$ cat config.mk
export PLATFORM = sky130hd
export DESIGN_NAME = branch_sequencer
export DESIGN_NICKNAME = d
export VERILOG_FILES = /design/src/rtl/branch_pkg.sv /design/src/rtl/branch_cond_eval.sv /design/src/rtl/branch_sequencer.sv
export SDC_FILE = /design/constraint.sdc
export NUM_CORES = 1
export LEC_CHECK = 0
export BUFFER_PORTS_ARGS = -buffer_cell sky130_fd_sc_hd__buf_2
export CORE_MARGIN = 2
export CORE_UTILIZATION = 50
export DETAILED_ROUTE_END_ITERATION = 7
export GPL_TIMING_DRIVEN = 0
export HOLD_SLACK_MARGIN = 0.12
export PLACE_DENSITY = 0.93
export SLEW_MARGIN = 20
export SYNTH_ARGS = -nofsm -noshare
export SYNTH_HDL_FRONTEND = slang
export SYNTH_SLANG_ARGS = --single-unit
export TNS_END_PERCENT = 1
$ cat constraint.sdc
create_clock -name clk -period 3.2 [get_ports clk]
set_clock_uncertainty 0.1 [all_clocks]
set_input_delay 0 -clock clk [delete_from_list [all_inputs] [get_ports clk]]
set_output_delay 0 -clock clk [all_outputs]
set_load 0.02 [all_outputs]
$ cat src/rtl/branch_pkg.sv
// Shared types and encodings for the conditional-branch sequencer.
// Used by branch_cond_eval and branch_sequencer.
package branch_pkg;

    typedef enum logic [1:0] {
        ST_IDLE    = 2'd0,
        ST_TARGET  = 2'd1,
        ST_COMPARE = 2'd2,
        ST_RESOLVE = 2'd3
    } state_e;

    localparam logic [5:0] OP_BLTZ = 6'd1;
    localparam logic [5:0] OP_BEQ  = 6'd4;
    localparam logic [5:0] OP_BNE  = 6'd5;
    localparam logic [5:0] OP_BLEZ = 6'd6;
    localparam logic [5:0] OP_BGTZ = 6'd7;

    localparam logic [2:0] ALU_IDLE = 3'b000;
    localparam logic [2:0] ALU_ADD  = 3'b001;
    localparam logic [2:0] ALU_SUB  = 3'b010;

    localparam logic [1:0] SRC_B_REG    = 2'b00;
    localparam logic [1:0] SRC_B_FOUR   = 2'b01;
    localparam logic [1:0] SRC_B_ZERO   = 2'b10;
    localparam logic [1:0] SRC_B_OFFSET = 2'b11;

    localparam logic [1:0] PC_SRC_DEFAULT = 2'b00;
    localparam logic [1:0] PC_SRC_ALUOUT  = 2'b01;

    // Single-register branches compare regA against zero rather than regB.
    function automatic logic compares_zero(input logic [5:0] op);
        return (op == OP_BLTZ) || (op == OP_BLEZ) || (op == OP_BGTZ);
    endfunction

endpackage

$ cat src/rtl/branch_cond_eval.sv
// Combinational branch condition: maps opcode and ALU flags to a decision,
// and flags whether the opcode is a conditional branch at all.
module branch_cond_eval
    import branch_pkg::*;
(
    input  logic [5:0] opcode,
    input  logic       igual,
    input  logic       maior,
    input  logic       menor,
    output logic       cond,
    output logic       is_branch
);

    always_comb begin
        cond      = 1'b0;
        is_branch = 1'b1;
        case (opcode)
            OP_BEQ:  cond = igual;
            OP_BNE:  cond = ~igual;
            OP_BLEZ: cond = ~maior;
            OP_BGTZ: cond = maior;
            OP_BLTZ: cond = menor;
            default: is_branch = 1'b0;
        endcase
    end

endmodule

$ cat src/rtl/branch_sequencer.sv
// Multicycle conditional-branch controller driving the shared ALU and PC path.
// Optional BRANCH_STATS_EN adds saturating taken/not-taken counters.
module branch_sequencer
    import branch_pkg::*;
#(
    parameter int CNT_W = 16
) (
    input  logic             clk,
    input  logic             reset,
    input  logic             start,
    input  logic [5:0]       opcode,
    input  logic             igual,
    input  logic             maior,
    input  logic             menor,
    output logic             busy,
    output logic             done,
    output logic             taken,
    output logic             illegal,
    output logic             alu_src_a,
    output logic [1:0]       alu_src_b,
    output logic [2:0]       alu_op,
    output logic             aluout_wr,
    output logic             pc_write,
    output logic [1:0]       pc_source,
`ifdef BRANCH_STATS_EN
    output logic [CNT_W-1:0] taken_cnt,
    output logic [CNT_W-1:0] not_taken_cnt,
`endif
    output state_e           dbg_state
);

    state_e     state_q, state_d;
    logic [5:0] opcode_q, opcode_d;
    logic       taken_q, taken_d;
    logic       illegal_q, illegal_d;
    logic       busy_q, busy_d;
    logic [5:0] eval_op;
    logic       cond, is_branch;

    // In IDLE the live opcode is classified; afterwards the latched one.
    assign eval_op = (state_q == ST_IDLE) ? opcode : opcode_q;

    branch_cond_eval u_cond (
        .opcode    (eval_op),
        .igual     (igual),
        .maior     (maior),
        .menor     (menor),
        .cond      (cond),
        .is_branch (is_branch)
    );

    always_ff @(posedge clk or posedge reset) begin
        if (reset) begin
            state_q   <= ST_IDLE;
            opcode_q  <= 6'd0;
            taken_q   <= 1'b0;
            illegal_q <= 1'b0;
            busy_q    <= 1'b0;
        end else begin
            state_q   <= state_d;
            opcode_q  <= opcode_d;
            taken_q   <= taken_d;
            illegal_q <= illegal_d;
            busy_q    <= busy_d;
        end
    end

    always_comb begin
        state_d   = state_q;
        opcode_d  = opcode_q;
        taken_d   = taken_q;
        illegal_d = illegal_q;
        done      = 1'b0;
        illegal   = 1'b0;
        alu_src_a = 1'b0;
        alu_src_b = SRC_B_REG;
        alu_op    = ALU_IDLE;
        aluout_wr = 1'b0;
        pc_write  = 1'b0;
        pc_source = PC_SRC_DEFAULT;
        case (state_q)
            ST_IDLE: begin
                if (start) begin
                    opcode_d  = opcode;
                    taken_d   = 1'b0;
                    illegal_d = ~is_branch;
                    state_d   = is_branch ? ST_TARGET : ST_RESOLVE;
                end
            end
            ST_TARGET: begin
                alu_src_b = SRC_B_OFFSET;
                alu_op    = ALU_ADD;
                aluout_wr = 1'b1;
                state_d   = ST_COMPARE;
            end
            ST_COMPARE: begin
                alu_src_a = 1'b1;
                alu_src_b = compares_zero(opcode_q) ? SRC_B_ZERO : SRC_B_REG;
                alu_op    = ALU_SUB;
                taken_d   = cond;
                state_d   = ST_RESOLVE;
            end
            ST_RESOLVE: begin
                done      = 1'b1;
                illegal   = illegal_q;
                pc_source = PC_SRC_ALUOUT;
                pc_write  = taken_q & ~illegal_q;
                state_d   = ST_IDLE;
            end
            default: state_d = ST_IDLE;
        endcase
        busy_d = (state_d != ST_IDLE);
    end

    assign busy      = busy_q;
    assign taken     = taken_q;
    assign dbg_state = state_q;

`ifdef BRANCH_STATS_EN
    logic [CNT_W-1:0] taken_cnt_q, not_taken_cnt_q;

    always_ff @(posedge clk or posedge reset) begin
        if (reset) begin
            taken_cnt_q     <= '0;
            not_taken_cnt_q <= '0;
        end else if (state_q == ST_RESOLVE && !illegal_q) begin
            if (taken_q && !(&taken_cnt_q))
                taken_cnt_q <= taken_cnt_q + 1'b1;
            if (!taken_q && !(&not_taken_cnt_q))
                not_taken_cnt_q <= not_taken_cnt_q + 1'b1;
        end
    end

    assign taken_cnt     = taken_cnt_q;
    assign not_taken_cnt = not_taken_cnt_q;
`endif

endmodule
==> run metrics <==
M3 GR Usage=0.0652; Worst path most repeated cell=dlygate4sd3_1; Final Hold Fails=0; Vias per Instance=approximately 5.3; area grow syn2layout=43.0%; worst r2r src=dbg_state[0]; GRT met1 Usage=0.222; Synth Instances=68; # DRC=0; fmax=346 MHz; die height=41.6 um; Worst EP arrival=about 3.0 ns; Cell Area, Synth=a little over 700 um2; Antenna diodes=0; gpl congestion=about 0.80; Final Slew Violations=0; final std cells w/o fill=126; Global Route met2 Usage=0.425; Worst R2R Path Depth=8; CP cell instances=inv_1, ha_1, or4_4, o22ai_2, a32oi_1, dlygate4sd3_1, o21ai_1, dlygate4sd3_1; cts bufs inserted=3; maximum clock path buffer count=2; Adder-Cell Fraction of Synth Area=0.0708; Die ar.=approximately 1700 um2; Period minus WS final=approximately 2.9 ns; critical-path maximum fanout=4; Cell variety after synth=27; share of cells above drive strength 1=0.423; # IOs=28; gr ovfl total=0; antenna viol nets, final=0; post-route cell area=1010 um2; DIE WIDTH=41.6 um; final setup fails=0; Area after DPL=855 um2; post-DP HPWL=about 1100 um; Hold Crit Class=in -> async; Core Rows=13; largest net degree at the start of global routing=12; fin crit share=0.903; mux contribution to synthesized area=0.166; max_cap viols=0; critical path type=reg -> reg; vias in the first global route=665; I/O Buffers=25; Warnings, synthesis=0; setup_tns=0 ns; Seq cells post-synth=11; Pleak=~0.0005 uW; pwr dens=roughly 950 nW/um2; All-Layer GR Usage=0.227; Mapped Avg Cell Area=10.4 um2; CP required=about 3.3 ns; Synth Area in Simple Gates=0.173; sequential area share after synthesis=0.389; r2r endpoint=taken; Vias=670; total power=approximately 960 uW; xor/xnor cell area share of the yosys netlist=0.0124; core region area=around 1300 um2; final net count=between 100 and 150; commonest cells after routing, fill and taps aside=25 x buf_2, 13 x dlygate4sd3_1, 11 x dfrtp_1; Initial Utilization=0.537; Post-CTS Resized=0; WL/cell=around 13 um; clock latency on the worst-skew pair=approximately 0.27 ns; RSZ-0062 raised after global routing=false; global-route wire length before repair=~2900 um; dpl cells=~110; iteration-0 DRC count of the detailed router=10; Hold WS=around 0.16 ns; TritonRoute pass-1 iters=4; Routed WL=roughly 1600 um; Synth Area in Compound Gates=0.0814; antenna violations before repair=0; Sink Count=11; clock-pin slew on the worst setup and hold paths=0.07 ns; crit-path max cell delay=between 0.5 and 0.6 ns; Crit-path slowest cell=dlygate4sd3_1; worst reg2reg setup slack=slightly above 0.3 ns; htree depth=1; largest family of logic cells by synthesized area=simple AND/OR/NAND/NOR gates; status=completed; Root Buffer=clkbuf_4; CP Capture Type=flip-flop; TritonCTS clock tree=yes; commonest non-fill, non-tap cell in the layout=buf_2; IR drop worst, VDD=0.000513 V; GR peak layer=met2; CP Launch Type=flip-flop
-- per-stage QoR --
stage / utilization / worst slack, ns
floorplan: - / 1.27
global placement: 0.649 / 1.32
detailed placement: 0.649 / 1.27
CTS: 0.767 / 0.305
global route: 0.767 / 0.207
finish: 0.767 / 0.310
-- area by class of cell --
class,count,area [um2]
Fill cell,91,307
Inverter,5,18.8
Multi-Input combinational cell,46,364
Sequential cell,11,275
Clock buffer,4,26.3
Timing Repair Buffer,38,255
Buffer,7,52.6
Tap cell,15,18.8
-- cells in the mapped netlist --
cell type	number	area, um2
or4b_1	1	10.0
xnor2_1	1	8.76
a31oi_1	1	6.26
o22ai_2	1	12.5
or3b_2	2	17.5
nand3_1	2	10.0
a21oi_1	2	10.0
inv_1	5	18.8
ha_1	4	50.1
buf_4	7	52.6
or3_4	1	11.3
dfrtp_1	11	275
nor2_1	2	7.51
nor3_1	1	5.00
nand2b_1	1	6.26
conb_1	1	3.75
o21a_1	1	7.51
a21boi_0	1	7.51
a32oi_1	1	8.76
mux2i_1	5	50.1
nand4b_1	1	8.76
or4_4	1	11.3
and2_1	1	6.26
nand2_1	6	22.5
o21ai_1	1	5.00
mux2_2	6	67.6
nand2_2	1	6.26
-- flip-flops by register name, indices dropped and copies added, names as in the netlist --
name / cells
busy: 1
taken: 1
opcode_q: 6
illegal_q: 1
dbg_state: 2
-- where the power goes --
part,internal (uW),switching (uW),total [uW],leakage (uW)
Clock,48.2,48.6,96.8,0.0000150
Combinational,288,307,595,0.000368
Sequential,210,60.2,270,0.000131
-- critical path: cells and delay by family, from the launching register on --
family	cells	cell delay (ns)
AOI/OAI and AO/OA	3	0.39
adders and majority gates	1	0.23
buffers and inverters	3	1.21
DFF	1	0.40
and+or+nand+nor	1	0.50
-- cells by family after synthesis --
logic type | after synthesis
adders and majority gates | 4
buffers and inverters | 12
AOI/OAI and AO/OA | 8
other | 1
and+or+nand+nor | 20
DFF | 11
xor gates and xnor gates | 1
muxes | 11
-- metal layers --
metal	share of wire	wire length, um	up-vias
li1	-	-	314
met1	0.38	624	324
met2	0.55	897	26
met3	0.042	69	6
met4	0.028	46	0
met5	0	0	-
-- worst max path at each step --
stage,from,endpoint,slack (ns),cells past startpoint
2_1_floorplan,dbg_state[0],busy,1.27,6
3_3_place_gp,dbg_state[0],busy,1.32,6
3_5_place_dp,dbg_state[0],busy,1.27,6
4_1_cts,dbg_state[0],taken,0.30,8
5_1_grt,dbg_state[0],taken,0.21,8
6_report,dbg_state[0],taken,0.31,8
-- repair_timing --
action / 4_1_cts / 5_1_grt
setup buffers: 0 / 0
endpoints found under the hold margin: 22 / 0
hold buffers: 13 / 0
No activity file was read; power rests on OpenSTA's default activity.
